[src/rtl/i3c_ibi_sched.sv]
// i3c_ibi_sched: arbitrates per-source In-Band Interrupt requests onto a single
// I3C target wrapper. Handles NACK retries with a fixed backoff, cancels and
// round-robin or fixed-priority selection.
module i3c_ibi_sched #(
    parameter int          NUM_SRC   = 4,
    parameter int          RETRY_MAX = 3,
    parameter logic [15:0] BACKOFF   = 16'd1000,
    parameter bit          RR_ENA    = 1'b1
) (
    input  logic                 CLK,
    input  logic                 RSTn,
    input  logic                 en,
    input  logic [NUM_SRC-1:0]   src_evt,
    input  logic [NUM_SRC-1:0]   src_cancel,
    input  logic [8*NUM_SRC-1:0] src_byte,
    output logic [NUM_SRC-1:0]   src_pend,
    output logic [NUM_SRC-1:0]   src_done,
    output logic [NUM_SRC-1:0]   src_fail,
    output logic                 ibi_req,
    output logic [7:0]           ibi_byte,
    input  logic                 ibi_done,
    input  logic                 ibi_nacked,
    output logic                 busy,
    output logic [2:0]           act_idx
);

    typedef enum logic [1:0] {
        S_IDLE    = 2'd0,
        S_REQ     = 2'd1,
        S_BACKOFF = 2'd2
    } state_t;

    state_t               state_q,    state_d;
    logic [NUM_SRC-1:0]   pend_q,     pend_d;
    logic [NUM_SRC-1:0]   src_done_q, src_done_d;
    logic [NUM_SRC-1:0]   src_fail_q, src_fail_d;
    logic [3:0]           retry_q,    retry_d;
    logic [15:0]          backoff_q,  backoff_d;
    logic [2:0]           act_idx_q,  act_idx_d;
    logic [2:0]           last_q,     last_d;
    logic [7:0]           ibi_byte_q, ibi_byte_d;

    logic                 gnt_vld;
    logic [2:0]           gnt_idx;
    int                   cand;
    logic [NUM_SRC-1:0]   clr_mask;
    logic [NUM_SRC-1:0]   cancel_eff;

    // Arbiter: first pending source, searching from just after the last grant
    // (round-robin) or from index 0 (fixed priority).
    always_comb begin
        // NOTE: every combinational output gets a default before any branch so no latch is inferred.
        gnt_vld = 1'b0;
        gnt_idx = '0;
        cand    = 0;
        for (int k = 0; k < NUM_SRC; k++) begin
            cand = RR_ENA ? (int'(last_q) + 1 + k) : k;
            if (cand >= NUM_SRC) cand = cand - NUM_SRC;
            if (!gnt_vld && pend_q[cand]) begin
                gnt_vld = 1'b1;
                gnt_idx = 3'(cand);
            end
        end
    end

    // Next-state, counters, pulses and pending-flag update.
    always_comb begin
        state_d    = state_q;
        retry_d    = retry_q;
        backoff_d  = backoff_q;
        act_idx_d  = act_idx_q;
        last_d     = last_q;
        ibi_byte_d = ibi_byte_q;
        src_done_d = '0;
        src_fail_d = '0;
        clr_mask   = '0;

        // A cancel for the source currently on the bus is dropped.
        cancel_eff = src_cancel;
        if (state_q == S_REQ) cancel_eff[act_idx_q] = 1'b0;

        unique case (state_q)
            S_IDLE: begin
                if (en && gnt_vld) begin
                    state_d    = S_REQ;
                    act_idx_d  = gnt_idx;
                    last_d     = gnt_idx;
                    ibi_byte_d = src_byte[8*gnt_idx +: 8];
                    retry_d    = '0;
                end
            end
            S_REQ: begin
                if (ibi_done) begin
                    src_done_d[act_idx_q] = 1'b1;
                    clr_mask[act_idx_q]   = 1'b1;
                    state_d               = S_IDLE;
                end else if (ibi_nacked) begin
                    if (retry_q < 4'(RETRY_MAX)) begin
                        retry_d   = retry_q + 4'd1;
                        backoff_d = BACKOFF - 16'd1;
                        state_d   = S_BACKOFF;
                    end else begin
                        src_fail_d[act_idx_q] = 1'b1;
                        clr_mask[act_idx_q]   = 1'b1;
                        state_d               = S_IDLE;
                    end
                end
            end
            S_BACKOFF: begin
                if (!pend_q[act_idx_q]) begin
                    state_d = S_IDLE;
                end else if (backoff_q == 16'd0) begin
                    state_d = S_REQ;
                end else begin
                    backoff_d = backoff_q - 16'd1;
                end
            end
            default: state_d = S_IDLE;
        endcase

        // A new event always wins over a coincident clear.
        pend_d = (pend_q & ~(clr_mask | cancel_eff)) | src_evt;
    end

    // State register with synchronous active-low reset.
    always_ff @(posedge CLK) begin
        // NOTE: sequential state uses non-blocking assignments so all flops update from pre-edge values.
        if (!RSTn) begin
            state_q    <= S_IDLE;
            pend_q     <= '0;
            src_done_q <= '0;
            src_fail_q <= '0;
            retry_q    <= '0;
            backoff_q  <= '0;
            act_idx_q  <= '0;
            last_q     <= 3'(NUM_SRC - 1);
            ibi_byte_q <= 8'h00;
        end else begin
            state_q    <= state_d;
            pend_q     <= pend_d;
            src_done_q <= src_done_d;
            src_fail_q <= src_fail_d;
            retry_q    <= retry_d;
            backoff_q  <= backoff_d;
            act_idx_q  <= act_idx_d;
            last_q     <= last_d;
            ibi_byte_q <= ibi_byte_d;
        end
    end

    assign ibi_req  = (state_q == S_REQ);
    assign busy     = (state_q != S_IDLE);
    assign src_pend = pend_q;
    assign src_done = src_done_q;
    assign src_fail = src_fail_q;
    assign ibi_byte = ibi_byte_q;
    assign act_idx  = act_idx_q;

endmodule

[config.mk]
export PLATFORM = sky130hd
export DESIGN_NAME = i3c_ibi_sched
export DESIGN_NICKNAME = d
export VERILOG_FILES = /design/src/rtl/i3c_ibi_sched.sv
export SDC_FILE = /design/constraint.sdc
export NUM_CORES = 1
export LEC_CHECK = 0
export CAP_MARGIN = 20
export CORE_MARGIN = 3
export CORE_UTILIZATION = 53
export CTS_CLUSTER_DIAMETER = 120
export CTS_CLUSTER_SIZE = 40
export DETAILED_ROUTE_END_ITERATION = 10
export PLACE_DENSITY_LB_ADDON = 0.15
export SYNTH_ARGS = -nofsm -noshare
export SYNTH_HDL_FRONTEND = slang
export SYNTH_SLANG_ARGS = --single-unit
[constraint.sdc]
create_clock -name CLK -period 6.1 [get_ports CLK]
set_input_delay 1.22 -clock CLK [delete_from_list [all_inputs] [get_ports CLK]]
set_output_delay 1.22 -clock CLK [all_outputs]
set_load 0.02 [all_outputs]
==> results_dict.tcl, run 1 <==
set metrics [dict create \
    timing.hold.ws_ns 0.507 \
    synth_cell_type_count 56 \
    synth.net_count 375 \
    timing.setup.tns_ns 0 \
    drc 0 \
    die_h_um 78.2 \
    post_cts_buffers 0 \
    cts_root_buffer "clkbuf_8" \
    cts.clk_slew.worst_paths_ns 0.08 \
    grt_setup_unrepaired "no" \
    yosysSeqAreaShare 0.340 \
    power_uw 891 \
    grt_usage 0.240 \
    r2r_setup_slack_ns 2.79 \
    htree_levels 2 \
    grt_pass1_vias 2524 \
    numCtsBuffers 5 \
    place_congestion 0.840 \
    syn_to_final_growth_pct 27.7 \
    drt_iter0_drc 237 \
    layout-drive-gt1-share 0.0525 \
    synth_cells 322 \
    wl_um 7000 \
    swShare 0.351 \
    grtUsageMet3 0.0631 \
    finalHoldViolCount 0 \
    layout_commonest_cell "clkdlybuf4s50_1" \
    maxCapViolations 0 \
    ys_ff_latch 47 \
    post-route-period-util 0.542 \
    crit_required_ns 6.26 \
    final_core_util 0.724 \
    numClockSinks 47 \
    setup_viol 0 \
    vias 2640 \
    grt_pass1_wl_um 11900 \
    antenna_found_initial 0 \
    internal_power_uw 578 \
    avgSynthCellArea_um2 8.59 \
    grt_util_met2 0.395 \
    place.port_buffers 69 \
    p_sw_uw 313 \
    dp_hpwl_um 5290 \
    antenna_left 0 \
    p_clk_frac 0.224 \
    synth_top_area_frac 0.340 \
    peakVddDrop_mv 0.139 \
    synth_warnings 0 \
    viasPerCell 5.89 \
    slew_headroom 0.356 \
    synth_edf_count 0 \
    fillCellCount 415 \
    final_cell_mix "clkdlybuf4s50_1 (69), nor2_1 (55), dfxtp_1 (47), mux2i_1 (28), a21oi_1 (23)" \
    min_period_ns 3.31 \
    row_count 25 \
    fp.dieW_um 78.2 \
    hold_path_depth 2 \
    critPathCaptureType "register" \
    drt-pass1-iter-count 4 \
    fmaxAchievable_ghz 0.302 \
    p_comb_frac 0.363 \
    io_pins 70 \
    syn_area_mm2 0.00277 \
    worstPathArrival_ns 3.47 \
    crit_fanout 17 \
    cts_tree "yes" \
    power_density_mw_per_mm2 252 \
    seq_power_share 0.413 \
    start_util 0.567 \
    r2r-end "ibi_byte[3]" \
    hold_class "reg -> reg" \
    die_area_mm2 0.00612 \
    p_leak_uw 0.00142 \
    core_area_mm2 0.00488 \
    cp-start-kind "register" \
    fin_skew_ns 0.00673 \
    drv_slew 0 \
    clock_latency_ns 0.30 \
    min_to "ibi_byte[1]" \
    cts_buffer_depth 2 \
    outcome "complete, no violations" \
    ys_async_sr_fraction 0 \
    layout.cells.non_filler 448 \
    timing.rr.start "last_q[0]" \
    grt_busiest_layer "met2" \
    grt-ovfl-total 0 \
    routedWlPerCell_um 15.6 \
    grt_max_degree 26 \
    n_antenna_cell 0 \
    dp.cells 438 \
    layout.nets 433 \
    rr_worst_depth 8 \
    cts_hold_buffers 0 \
    synth_ff_type "dfxtp_1" \
    yosysTopAreaCell "dfxtp_1" \
    met1_usage 0.319 \
    yosys-top-cells-area "dfxtp_1 (34%), mux2i_1 (10%), nor2_1 (7.5%), a21oi_1 (4.2%), ha_1 (3.6%)" \
    max_slew.worst_pin.slew_ns 0.966 \
    cts_resized 0 \
    holdCritStartpoint "ibi_byte[1]" \
    crit_type "reg -> reg" \
]
==> power groups by stage <==
stage / logic, uW / registers (uW) / clock network [uW]
after floorplan: 234 / 370 / 0
after global placement: 311 / 373 / 0
after detailed placement: 320 / 374 / 0
after CTS: 321 / 368 / 201
after global routing: 358 / 375 / 218
final: 323 / 368 / 200
==> final cells by class <==
type,count,area (um2),area share
clock buffers,6,82.6,0.0234
clock inverters,2,13.8,0.00390
inverters,12,45.0,0.0128
multi-input cells,243,1660,0.471
flip-flops and latches,47,941,0.266
well taps,67,83.8,0.0237
repair buffers,71,703,0.199
==> flip-flops by register name, indices dropped and copies added, names as in the netlist <==
| register | flops |
|---|---|
| act_idx | 3 |
| retry_q | 4 |
| src_pend | 4 |
| backoff_q | 16 |
| src_done | 4 |
| src_fail | 4 |
| ibi_byte | 8 |
| last_q | 2 |
| state_q | 2 |
==> worst max-delay path by stage <==
| stage | slack [ns] | cells after the start | endpoint | from |
|---|---|---|---|---|
| 6_report | 2.79 | 8 | ibi_byte[3] | last_q[0] |
| 5_1_grt | 2.50 | 8 | ibi_byte[3] | last_q[0] |
| 4_1_cts | 2.77 | 8 | ibi_byte[3] | last_q[0] |
| 3_5_place_dp | 2.55 | 6 | backoff_q[6] | ibi_nacked |
| 3_3_place_gp | 2.64 | 6 | backoff_q[13] | ibi_nacked |
| 2_1_floorplan | 3.66 | 6 | ibi_byte[0] | en |
==> cells by family after synthesis <==
logic type	Yosys count	share of synthesized area
multiplexers	30	0.115
XOR/XNOR	11	0.0398
AND/OR/NAND/NOR	127	0.234
buffers and inverters	32	0.0588
AO/OA/AOI/OAI	67	0.176
adder cells (fa/ha/maj)	8	0.0362
flip-flops	47	0.340
==> routing by layer <==
layer	routed length (um)	share of wire
met2	3350	0.48
met1	3030	0.43
met5	0	0
met3	549	0.078
met4	57	0.0081
==> worst max-delay path, cell delays in order, from the launching register on <==
cell	delay, ns
dfxtp_1	0.64
inv_1	0.20
ha_1	0.61
mux2_4	0.34
a221o_1	0.70
mux2i_1	0.29
mux2i_1	0.10
a32oi_1	0.21
nor2_1	0.06
==> cell usage after synthesis, drive strengths merged, types with 2 or more instances <==
cell / instances
xor2: 7
a211oi: 5
o211ai: 3
nor2: 55
a311oi: 5
and4: 2
nor3: 8
nand4: 5
clkbuf: 7
and4b: 3
inv: 12
nand2: 14
xnor2: 3
ha: 8
mux2i: 28
o211a: 2
a32oi: 10
or3: 2
and3: 4
o21ai: 10
nor2b: 3
dfxtp: 47
nand3: 7
nor3b: 3
nand3b: 3
nor4: 6
a21oi: 23
buf: 13
and2: 2
nand2b: 4
==> per-stage QoR <==
stage | worst slack, ns | cell area, um2
after global routing | 2.50 | 3530
after global placement | 2.64 | 3420
after CTS | 2.77 | 3520
after detailed placement | 2.55 | 3420
after floorplan | 3.66 | 2770
final | 2.79 | 3530
Power figures use the tool's default switching activity.
==> run 2, diff against run 1 <==
Settings changed: CORE_UTILIZATION 53 to 45.
Clock period 6.1 ns to 3 ns, I/O delays scaled along.
==> results_dict.tcl, run 2 (same netlist as run 1, synthesis figures left out) <==
set metrics [dict create \
    grt-ovfl-total 0 \
    crit_family "compound AO/OA/AOI/OAI gates" \
    crit_type "reg -> reg" \
    cts.clk_slew.worst_paths_ns 0.09 \
    start_util 0.484 \
    final_cell_mix "clkdlybuf4s50_1 (69), nor2_1 (55), dfxtp_1 (47), mux2i_1 (28), a21oi_1 (23)" \
    fmaxAchievable_ghz 0.382 \
    crit_path_frequent_cell "ha_1" \
    drt_iter0_drc 87 \
    outcome "complete, no violations" \
    dp_hpwl_um 5120 \
    numClockSinks 47 \
    grt_pass1_vias 2413 \
    io_pins 70 \
    max_slew.worst_pin.slew_ns 0.869 \
    drc 0 \
    drv_slew 0 \
    setup_viol 0 \
    dp.cells 449 \
    viasPerCell 5.59 \
    timing.setup.tns_ns 0 \
    crit_required_ns 3.23 \
    hold_class "reg -> reg" \
    final_core_util 0.629 \
    grt_pass1_wl_um 11600 \
    worstPathArrival_ns 2.85 \
    post-route-period-util 0.872 \
    peakVddDrop_mv 0.256 \
    slew_headroom 0.420 \
    grt_setup_unrepaired "no" \
    wl_um 7010 \
    drt-pass1-iter-count 4 \
    fp.dieW_um 84.4 \
    grt_usage 0.199 \
    place.port_buffers 69 \
    cts_hold_buffers 0 \
    die_h_um 84.4 \
    fin_skew_ns 0.00982 \
    cp_slowest_cell "a311oi_4" \
    power_density_mw_per_mm2 528 \
    critPathCaptureType "register" \
    die_area_mm2 0.00712 \
    row_count 27 \
    cts_tree "yes" \
    finalHoldViolCount 0 \
    maxCapViolations 0 \
    final_area_mm2 0.00359 \
    routedWlPerCell_um 15.3 \
    layout.cells.non_filler 457 \
    min_period_ns 2.62 \
    core_area_mm2 0.00571 \
    largest_register "backoff_q" \
    crit_fanout 15 \
    p_leak_uw 0.00144 \
    fillCellCount 502 \
    placed_area_mm2 0.00347 \
    numCtsBuffers 5 \
    slowest_delay_ns 0.50 \
    power_uw 1900 \
    cp-start-kind "register" \
    path_cells "buf_4 > ha_1 > xor2_1 > ha_1 > o211a_1 > a21oi_1 > o21ai_0 > a311oi_4 > a32oi_1 > nor2_1" \
    cts_buffer_depth 2 \
    cts_root_buffer "clkbuf_8" \
    critical_path_buf_inv_count 1 \
    place_congestion 0.891 \
    layout.nets 437 \
    vias 2555 \
    htree_levels 2 \
    antenna_found_initial 0 \
    layout-drive-gt1-share 0.0649 \
    clock_latency_ns 0.31 \
    antenna_left 0 \
    syn_to_final_growth_pct 29.9 \
    grt_max_degree 26 \
    largest_reg_flops 16 \
    layout_commonest_cell "clkdlybuf4s50_1" \
    n_antenna_cell 0 \
]
## run 2: cell count changes in the layout (fill, tap and decap cells not counted)
cell and delta:
clkinv_4 +1, buf_2 -1, a221o_2 +1, clkinv_2 -1, buf_4 +5, bufinv_16 +1
clkbuf_8 -1, a221o_1 -1
## run 2: final timing paths
path | start | to | slack [ns] | cells past startpoint
hold / removal | ibi_byte[5] | ibi_byte[5] | 0.50 | 2
setup reg to reg | last_q[0] | ibi_byte[2] | 0.38 | 10
setup / recovery | last_q[0] | ibi_byte[2] | 0.38 | 10
hold reg to reg | ibi_byte[5] | ibi_byte[5] | 0.50 | 2
## run 2: what timing repair did
item / CTS / global route
endpoints found under the hold margin: 0 / 0
endpoints found under the setup margin: 0 / 2
buffers inserted: 0 / 0
resized for setup: 0 / 1
## run 2: metrics by stage
step	hold WS, ns	setup slack [ns]
6_report	0.498	0.384
5_1_grt	0.525	0.174
4_1_cts	0.502	0.185
3_5_place_dp	0.478	0.238
3_3_place_gp	0.469	0.329
2_1_floorplan	0.453	0.630
## run 2: where the power goes
group | switching [uW] | leakage (uW) | internal [uW]
Clock | 237 | 0.0000587 | 253
Combinational | 348 | 0.00100 | 318
Sequential | 64.2 | 0.000384 | 676
## run 2: cell type report
| class | count | area [um2] | area share |
|---|---|---|---|
| Multi-Input combinational cell | 243 | 1660 | 0.463 |
| Inverter | 12 | 45.0 | 0.0125 |
| Clock buffer | 5 | 68.8 | 0.0192 |
| Timing Repair Buffer | 75 | 736 | 0.205 |
| Sequential cell | 47 | 941 | 0.262 |
| Clock inverter | 3 | 47.5 | 0.0132 |
| Tap cell | 72 | 90.1 | 0.0251 |
## run 2: layer usage
layer	GRT usage	vias to the layer above	wire [um]
met5	0	-	0
met4	0.0590	0	125
met3	0.0471	10	369
met2	0.334	68	3380
met1	0.255	1192	3130
li1	-	1285	-
## run 2: tightest hold or removal path, delay by kind of cell (launching register included)
kind	cells	cell delay (ns)
flops	1	0.34
compound gates	1	0.06
simple gates	1	0.07
